--- config.mk ---
export PLATFORM = sky130hd
export DESIGN_NAME = gray_conv_arbiter
export DESIGN_NICKNAME = d
export VERILOG_FILES = /design/src/rtl/gray_conv_arbiter.sv
export SDC_FILE = /design/constraint.sdc
export NUM_CORES = 1
export LEC_CHECK = 0
export CAP_MARGIN = 20
export CORE_AREA = 2 2 39 41
export DETAILED_ROUTE_END_ITERATION = 12
export DIE_AREA = 0 0 41 43
export GPL_TIMING_DRIVEN = 0
export HOLD_SLACK_MARGIN = 0.02
export PLACE_DENSITY = 0.75
export SYNTH_ARGS = -nofsm -noshare
export SYNTH_HDL_FRONTEND = slang
export SYNTH_SLANG_ARGS = --single-unit
export TNS_END_PERCENT = 5
--- constraint.sdc ---
create_clock -name clk -period 3.8 [get_ports clk]
set_input_delay 0.76 -clock clk [delete_from_list [all_inputs] [get_ports clk]]
set_output_delay 0.76 -clock clk [all_outputs]
set_load 0.02 [all_outputs]
--- src/rtl/gray_conv_arbiter.sv ---
// Round-robin arbiter sharing one registered binary-to-Gray stage between two requesters.
// One transaction in flight at a time: IDLE (grant) -> CONV (convert) -> RESP (hold result).
module gray_conv_arbiter #(
   parameter int unsigned WIDTH = 4
) (
   input  logic             clk,
   input  logic             rst,
   input  logic             req0_valid,
   input  logic [WIDTH-1:0] req0_bin,
   output logic             req0_ready,
   input  logic             req1_valid,
   input  logic [WIDTH-1:0] req1_bin,
   output logic             req1_ready,
   output logic             rsp_valid,
   output logic             rsp_id,
   output logic [WIDTH-1:0] rsp_gray,
   input  logic             rsp_ready,
   output logic             busy
);

   typedef enum logic [1:0] {StIdle, StConv, StResp} state_e;

   state_e           state_q, state_d;
   logic             last_grant_q, last_grant_d;
   logic             id_q, id_d;
   logic [WIDTH-1:0] op_q, op_d;
   logic [WIDTH-1:0] gray_q;
   logic             winner;

   // On a tie the requester not served last time wins; otherwise the lone requester.
   always_comb begin
      if (req0_valid && req1_valid) begin
         winner = ~last_grant_q;
      end else begin
         winner = req1_valid;
      end
   end

   always_comb begin
      state_d      = state_q;
      last_grant_d = last_grant_q;
      id_d         = id_q;
      op_d         = op_q;
      req0_ready   = 1'b0;
      req1_ready   = 1'b0;
      rsp_valid    = 1'b0;
      unique case (state_q)
         StIdle: begin
            // Gated by rst so both readys read 0 while reset is held.
            req0_ready = rst && req0_valid && !winner;
            req1_ready = rst && req1_valid && winner;
            if (req0_ready || req1_ready) begin
               id_d    = winner;
               op_d    = winner ? req1_bin : req0_bin;
               state_d = StConv;
            end
         end
         StConv: begin
            state_d = StResp;
         end
         StResp: begin
            rsp_valid = 1'b1;
            if (rsp_ready) begin
               last_grant_d = id_q;
               state_d      = StIdle;
            end
         end
         default: begin
            state_d = StIdle;
         end
      endcase
   end

   always_ff @(posedge clk or negedge rst) begin
      if (!rst) begin
         state_q      <= StIdle;
         last_grant_q <= 1'b1;
         id_q         <= 1'b0;
         op_q         <= '0;
      end else begin
         state_q      <= state_d;
         last_grant_q <= last_grant_d;
         id_q         <= id_d;
         op_q         <= op_d;
      end
   end

   // Conversion register: free-running on op_q, so it stays stable while op_q is held.
   always_ff @(posedge clk or negedge rst) begin
      if (!rst) begin
         gray_q <= '0;
      end else begin
         gray_q <= op_q ^ (op_q >> 1);
      end
   end

   assign busy     = (state_q != StIdle);
   assign rsp_id   = id_q;
   assign rsp_gray = gray_q;

endmodule
==> run_results.csv, run 1 <==
group,metric,value,unit
floorplanning,die_height,43,um
yosys,yosys_warnings,0,
setup_path,crit_path_end_kind,"output port",
drt,drc_errors,0,
setup_path,crit_path_start,"rst",
yosys,yosys.area.top_type,"dfrtp_1",
grt,grt_max_degree,15,
sta,holdWs,0.441,ns
drt,first_pass_iters,4,
sta,maxSlewViolCount,0,
setup_path,cp_data_arrival_time,2.52,ns
sta,setup_tns,0,ns
clocking,htreeDepth,1,
placed_design,hpwl,821,um
yosys,synthTopCellsByArea,"dfrtp_1 (52%), a2bb2oi_1 (6.6%), o32ai_1 (6.6%)",
yosys,synth_seq_area_share,0.568,
yosys,syn_area,531,um^2
finish,final_util,0.578,
finish,drive_gt1_frac,0.182,
yosys,syn-instance-count,41,
clocking,cts_buffer_depth,2,
yosys,synth_commonest_cells,"dfrtp_1 (11), a2bb2oi_1 (4), o32ai_1 (4)",
floorplanning,die_w,41,um
pwr,p_leak,0.341,nW
grt,grt_util_all_layers,0.150,
placed_design,io_buffers,21,
clocking,cts_buffers,3,
yosys,synth.most_common_cell,"dfrtp_1",
placed_design,dp.cells,78,
drt,viasPerCell,5.04,
setup_path,reg2regPathDepth,2,
pwr,powerDensity,661,nW/um^2
finish,syn_to_final_growth,50.7,%
floorplanning,die-area,1760,um^2
setup_path,r2r-end,"rsp_id",
setup_path,path_class,"in2out",
yosys,synth_cell_types,18,
drt,vias,413,
finish,fin_nets,80,
floorplanning,initial_core_util,0.383,
floorplanning,rows,14,
drt,drt-wirelength-per-cell,12.8,um
finish,antennaDiodeCount,0,
sta,max_slew_margin,0.610,
floorplanning,core_area,1380,um^2
clocking,root_buffer,"clkbuf_4",
drt,drt_iter0_markers,5,
setup_path,critPathMaxFanout,14,
sta,setup_viol,0,
yosys,avgSynthCellArea,12.9,um^2
run,maxCapViolCount,0,
drt,final_antenna_net_count,0,
grt,grt_pass1_wl,1730,um
pwr,peakVddDrop,0.000267,V
finish,final_cells,82,
clocking,clk_latency,0.26,ns
sta,finalHoldViolCount,0,
clocking,clkTransAtPathRegs,0.07,ns
setup_path,start_kind,"primary input",
sta,tightest_slew,0.584,ns
pwr,power,0.000528,W
sta,min_period,3.28,ns
yosys,synth_top_area_frac,0.519,
setup_path,ff2ff_setup_slack,2.53,ns
placed_design,routabilityCongestion,0.641,
sta,rsz0062_at_grt,"no",
floorplanning,ios,22,
yosys,synthFlopType,"dfrtp_1",
yosys,synth_enable_flop_cells,0,
sta,finalClockSkew,0.000830,ns
grt,antenna_found_initial,0,
sta,fin_crit_sh,0.863,
setup_path,critPathRequiredTime,3.04,ns
drt,drt_wl_total,1050,um
grt,first_global_vias,407,
worst_hold_path,hold_path.class,"reg2reg",
outcome,outcome,"finished, final reports clean",
grt,grt_overflow_total,0,
setup_path,rr_startpoint,"state_q[1]",
yosys,ys_seq_elements,12,
sta,maxClockFrequency,305,MHz
clocking,cts_tree,"yes",
yosys,ys_async_sr_fraction,1.00,
yosys,syn-num-nets,54,
clocking,clock_sinks,12,
setup_path,cp-endpoint,"req0_ready",
[registers in the layout, summed over array words and instances, names as in the netlist]
signal        flops
op_q              4
state_q           2
last_grant_q      1
rsp_gray          4
rsp_id            1
[cells by family after synthesis]
kind of cell / count (synthesis) / share of synthesized area
DFF: 12 / 0.568
and+or+nand+nor: 12 / 0.158
AOI/OAI and AO/OA: 10 / 0.167
xor gates and xnor gates: 3 / 0.0495
muxes: 2 / 0.0424
buffers and inverters: 2 / 0.0142
[routing by layer]
layer / up-vias / GRT usage / wire (um)
li1: 200 / - / -
met1: 197 / 0.170 / 445
met2: 14 / 0.238 / 518
met3: 2 / 0.0314 / 62
met4: 0 / 0.100 / 19
met5: - / 0 / 0
[layout by cell type (no fill, tap or decap)]
master	netlist	routed
nor2_8	1	1
nor2_2	1	1
clkbuf_8	0	1
or2_2	1	1
dlymetal6s2s_1	0	1
clkdlybuf4s50_1	0	20
a21bo_2	1	1
or3b_4	1	1
clkbuf_4	0	3
xor2_1	3	3
mux2_2	2	2
nor2_1	3	3
nand2_1	1	1
dfstp_2	1	1
a211o_1	1	1
nor3_1	1	1
inv_1	2	2
nor2b_1	2	2
dfrtp_1	11	11
a2bb2oi_1	4	4
o32ai_1	4	4
and2b_1	1	1
[stage by stage]
| stage | area [um^2] | setup WS [ns] |
|---|---|---|
| after floorplan | 531 | 1.35 |
| after global placement | 761 | 0.0867 |
| after detailed placement | 761 | 0.0790 |
| after CTS | 797 | 0.0724 |
| after global routing | 800 | 0.361 |
| final | 800 | 0.519 |
[worst max-delay path, cell delays in order]
cell and delay, ns:
dlymetal6s2s_1 0.45, or3b_4 0.51, nor3_1 0.18, clkdlybuf4s50_1 0.62
[worst min-delay path by stage]
| stage | start | endpoint | cells past startpoint |
|---|---|---|---|
| final | op_q[3] | rsp_gray[3] | 0 |
| after floorplan | op_q[3] | rsp_gray[3] | 0 |
| after detailed placement | op_q[3] | rsp_gray[3] | 0 |
| after CTS | op_q[3] | rsp_gray[3] | 0 |
| after global routing | op_q[3] | rsp_gray[3] | 0 |
| after global placement | op_q[3] | rsp_gray[3] | 0 |
[power by group]
group | internal, W | switching (W) | leakage [nW]
logic | 0.000119 | 0.0000944 | 0.183
registers | 0.000183 | 0.0000330 | 0.136
clock network | 0.0000581 | 0.0000406 | 0.0210
total | 0.000360 | 0.000168 | 0.341
[final cells by class]
cell class,instances,area (um^2)
clock buffers,4,36.3
fillers,130,584
inverters,2,7.51
multi-input cells,27,221
flip-flops and latches,12,302
well taps,16,20.0
repair buffers,21,213
[timing repair]
item | in CTS | in global routing
endpoints found under the setup margin | 0 | 1
resized for setup | 0 | 1
hold buffers | 0 | 0
buffers inserted | 0 | 0
No activity file was read; power rests on OpenSTA's default activity.
==> run 2: changes to the inputs <==
- CTS_BUF_LIST: unset -> sky130_fd_sc_hd__clkbuf_2 sky130_fd_sc_hd__clkbuf_4 sky130_fd_sc_hd__clkbuf_8
- PLACE_DENSITY: 0.75 -> 0.86
==> run_results.csv, run 2 (same netlist as run 1, synthesis figures left out) <==
group,metric,value,unit
outcome,outcome,"finished, final reports clean",
run,maxCapViolCount,0,
floorplanning,die-area,1760,um^2
finish,multiInputGateArea,221,um^2
worst_hold_path,hold_path.class,"reg2reg",
clocking,cts_buffer_depth,2,
finish,syn_to_final_growth,49.5,%
setup_path,cpMaxStageDelayCell,"clkdlybuf4s50_1",
clocking,cts_buffers,3,
sta,holdWs,0.432,ns
sta,maxSlewViolCount,0,
grt,grt_util_all_layers,0.152,
finish,fin_nets,80,
grt,grt_most_used_layer,"met2",
drt,vias,407,
setup_path,cp_data_arrival_time,2.56,ns
pwr,peakVddDrop,0.000340,V
floorplanning,die_w,41,um
placed_design,dp.cells,78,
finish,antennaDiodeCount,0,
finish,final_cells,82,
setup_path,reg2regPathDepth,2,
drt,drt_wl_total,1080,um
finish,final_common_cell,"clkdlybuf4s50_1",
setup_path,path_cells,"dlymetal6s2s_1, or3b_4, nor3_1, clkdlybuf4s50_1",
finish,seq_area,302,um^2
pwr,p_leak,0.338,nW
setup_path,crit_path_end_kind,"output port",
floorplanning,initial_core_util,0.383,
setup_path,critPathMaxFanout,14,
floorplanning,core_area,1380,um^2
drt,drc_errors,0,
drt,drt-wirelength-per-cell,13.1,um
setup_path,start_kind,"primary input",
sta,setup_tns,0,ns
grt,grt_pass1_wl,1790,um
clocking,cts_tree,"yes",
drt,viasPerCell,4.96,
clocking,clock_sinks,12,
setup_path,path_class,"in2out",
grt,grt_max_degree,15,
sta,fin_crit_sh,0.874,
placed_design,hpwl,849,um
clocking,root_buffer,"clkbuf_4",
setup_path,slowest_delay,0.64,ns
grt,grt_util_met1,0.215,
drt,final_antenna_net_count,0,
sta,max_slew_margin,0.610,
sta,finalHoldViolCount,0,
placed_design,io_buffers,21,
grt,antenna_found_initial,0,
finish,fillers,113,
sta,maxClockFrequency,301,MHz
setup_path,critPathRequiredTime,3.04,ns
drt,first_pass_iters,4,
grt,use_met3,0.0157,
clocking,clkTransAtPathRegs,0.08,ns
finish,layout_common_cells,"clkdlybuf4s50_1 (20), dfrtp_1 (11), o32ai_1 (4), a2bb2oi_1 (4), clkbuf_4 (4)",
grt,grt_overflow_total,0,
placed_design,routabilityCongestion,0.803,
clocking,clk_latency,0.26,ns
grt,first_global_vias,409,
finish,drive_gt1_frac,0.182,
sta,tightest_slew,0.584,ns
sta,finalClockSkew,0.00684,ns
grt,grt_util_met2,0.219,
floorplanning,ios,22,
clocking,cts_hold_buf,0,
floorplanning,rows,14,
sta,setup_viol,0,
pwr,powerDensity,658,nW/um^2
floorplanning,die_height,43,um
worst_hold_path,min_path_cells,0,
clocking,htreeDepth,1,
sta,rsz0062_at_grt,"no",
sta,min_period,3.32,ns
drt,drt_iter0_markers,7,
[run 2: cell counts in the layout (fill, tap and decap cells not counted)]
Identical to the previous run, type by type.
[run 2: cell type report]
class / count / area share
multi-input combinational: 27 / 0.279
clock buffer: 4 / 0.0379
timing repair buffer: 21 / 0.268
inverter: 2 / 0.00946
tap: 16 / 0.0252
sequential: 12 / 0.380
[run 2: per-stage QoR]
step	power [W]	setup WS, ns	utilization	area (um^2)
2_1_floorplan	0.000339	1.35	-	531
3_3_place_gp	0.000431	0.102	0.550	761
3_5_place_dp	0.000439	0.0486	0.550	761
4_1_cts	0.000528	0.0477	0.571	791
5_1_grt	0.000557	0.378	0.573	793
6_report	0.000522	0.477	0.573	793
[run 2: power by group]
part / total [W] / switching, W / leakage (nW) / internal (W)
sequential: 0.000218 / 0.0000341 / 0.136 / 0.000184
combinational: 0.000216 / 0.0000968 / 0.183 / 0.000119
clock: 0.0000884 / 0.0000407 / 0.0184 / 0.0000476
total: 0.000522 / 0.000172 / 0.338 / 0.000350
[run 2: path summary, 6_finish.rpt]
kind | slack [ns] | start | end
worst max-delay path | 0.48 | rst | req0_ready
worst min-delay path | 0.43 | op_q[3] | rsp_gray[3]
worst max register to register | 2.51 | state_q[1] | rsp_id
worst min register to register | 0.43 | op_q[3] | rsp_gray[3]
max in group asynchronous | 2.94 | rst | rsp_id
min in group asynchronous | 0.47 | rst | rsp_gray[2]
[run 2: layer usage]
layer | vias to the layer above | share of wire
met5 | - | 0
met4 | 0 | 0.022
met3 | 2 | 0.025
met2 | 11 | 0.53
met1 | 191 | 0.42
li1 | 203 | -
[run 2: worst max-delay path: cells and delay by family]
family / cells / cell delay (ns)
and+or+nand+nor: 2 / 0.70
buffers and inverters: 2 / 1.09
[run 2: repair_timing]
action                                  in CTS  in global routing
gates resized for setup                      0                  1
setup buffers                                0                  0
endpoints found under the setup margin       0                  1
==> run 3: changes to the inputs <==
- CAP_MARGIN: 20 -> 15
- CTS_BUF_LIST: sky130_fd_sc_hd__clkbuf_2 sky130_fd_sc_hd__clkbuf_4 sky130_fd_sc_hd__clkbuf_8 -> sky130_fd_sc_hd__clkbuf_8
==> run_results.csv, run 3 (same netlist as run 1, synthesis figures left out) <==
group,metric,value,unit
outcome,outcome,"finished, final reports clean",
clocking,cts_tree,"yes",
placed_design,routabilityCongestion,0.803,
sta,setup_viol,0,
pwr,peakVddDrop,0.000323,V
drt,routed.top_layer,"met4",
drt,drt-wirelength-per-cell,13.9,um
sta,min_period,3.34,ns
sta,finalHoldViolCount,0,
setup_path,path_cells,"dlymetal6s2s_1, or3b_4, nor3_1, clkdlybuf4s50_1",
finish,final_common_cell,"clkdlybuf4s50_1",
sta,tightest_slew,0.587,ns
setup_path,cpMaxStageDelayCell,"clkdlybuf4s50_1",
drt,drt_iter0_markers,6,
grt,grt_overflow_total,0,
clocking,cts_hold_buf,0,
run,maxCapViolCount,0,
drt,wl_met2,587,um
clocking,clkTransAtPathRegs,0.05,ns
drt,final_antenna_net_count,0,
sta,setup_tns,0,ns
finish,layout_common_cells,"clkdlybuf4s50_1 (20), dfrtp_1 (11), o32ai_1 (4), a2bb2oi_1 (4)",
floorplanning,die-area,1760,um^2
placed_design,io_buffers,21,
finish,final_cells,82,
grt,antenna_found_initial,0,
setup_path,cp_data_arrival_time,2.58,ns
grt,first_global_vias,421,
placed_design,hpwl,849,um
sta,rsz0062_at_grt,"no",
pwr,powerDensity,684,nW/um^2
floorplanning,core_area,1380,um^2
setup_path,critPathRequiredTime,3.04,ns
floorplanning,initial_core_util,0.383,
clocking,cts_buffers,3,
worst_hold_path,hold_path.class,"reg2reg",
floorplanning,ios,22,
floorplanning,die_height,43,um
finish,antennaDiodeCount,0,
grt,grt_util_all_layers,0.163,
clocking,clk_latency,0.24,ns
sta,finalClockSkew,0.00504,ns
setup_path,critical_path_buf_inv_count,2,
sta,layout_setup_ws,0.457,ns
placed_design,preCtsSetupSlack,0.0486,ns
drt,viasPerCell,5.10,
floorplanning,die_w,41,um
setup_path,start_kind,"primary input",
pwr,power,0.000552,W
clocking,htreeDepth,1,
placed_design,dp.cells,78,
grt,grt_pass1_wl,1870,um
finish,drive_gt1_frac,0.167,
setup_path,slowest_delay,0.65,ns
setup_path,crit_path_end_kind,"output port",
sta,maxClockFrequency,299,MHz
finish,fin_nets,80,
clocking,root_buffer,"clkbuf_8",
finish,fillers,110,
sta,fin_crit_sh,0.880,
finish,syn_to_final_growth,52.4,%
drt,drt_wl_total,1140,um
drt,met3_length,34,um
setup_path,critPathMaxFanout,14,
grt,grt_max_degree,15,
sta,max_slew_margin,0.608,
drt,first_pass_iters,4,
drt,drc_errors,0,
setup_path,path_class,"in2out",
pwr,p_leak,0.347,nW
drt,wl_met1,471,um
clocking,cts_buffer_depth,2,
sta,holdWs,0.426,ns
sta,maxSlewViolCount,0,
drt,vias,418,
setup_path,critPathTopFamily,"buffers and inverters",
floorplanning,rows,14,
clocking,clock_sinks,12,
## run 3: final timing paths
path | endpoint | slack [ns] | startpoint | depth (start not counted)
max | req0_ready | 0.46 | rst | 4
min | rsp_gray[3] | 0.43 | op_q[3] | 0
max reg2reg | rsp_id | 2.51 | state_q[1] | 2
min reg2reg | rsp_gray[3] | 0.43 | op_q[3] | 0
max in group asynchronous | state_q[1] | 2.91 | rst | 1
min in group asynchronous | rsp_gray[2] | 0.50 | rst | 1
## run 3: area by class of cell
cell class / count / area (um^2) / share of cell area
Timing Repair Buffer: 21 / 213 / 0.263
Multi-Input combinational cell: 27 / 221 / 0.274
Tap cell: 16 / 20.0 / 0.0248
Clock buffer: 3 / 41.3 / 0.0511
Inverter: 2 / 7.51 / 0.00929
Clock inverter: 1 / 3.75 / 0.00464
Sequential cell: 12 / 302 / 0.373
## run 3: power breakdown
group	internal, W	switching, W	leakage (nW)
registers	0.000184	0.0000344	0.136
clock network	0.0000711	0.0000463	0.0269
logic	0.000119	0.0000976	0.183
total	0.000374	0.000178	0.347
## run 3: stage by stage
step,instance area (um^2),utilization
floorplan,531,-
global placement,761,0.550
detailed placement,761,0.550
CTS,806,0.582
global route,808,0.584
finish,808,0.584
## run 3: repair_timing
item,CTS,global route
buffers inserted,0,0
resized for setup,0,1
endpoints found under the setup margin,0,1
## run 3: routing by layer
layer	global-route usage	vias up
li1	-	200
met1	0.205	199
met2	0.234	14
met3	0.0314	5
met4	0.120	0
met5	0	-
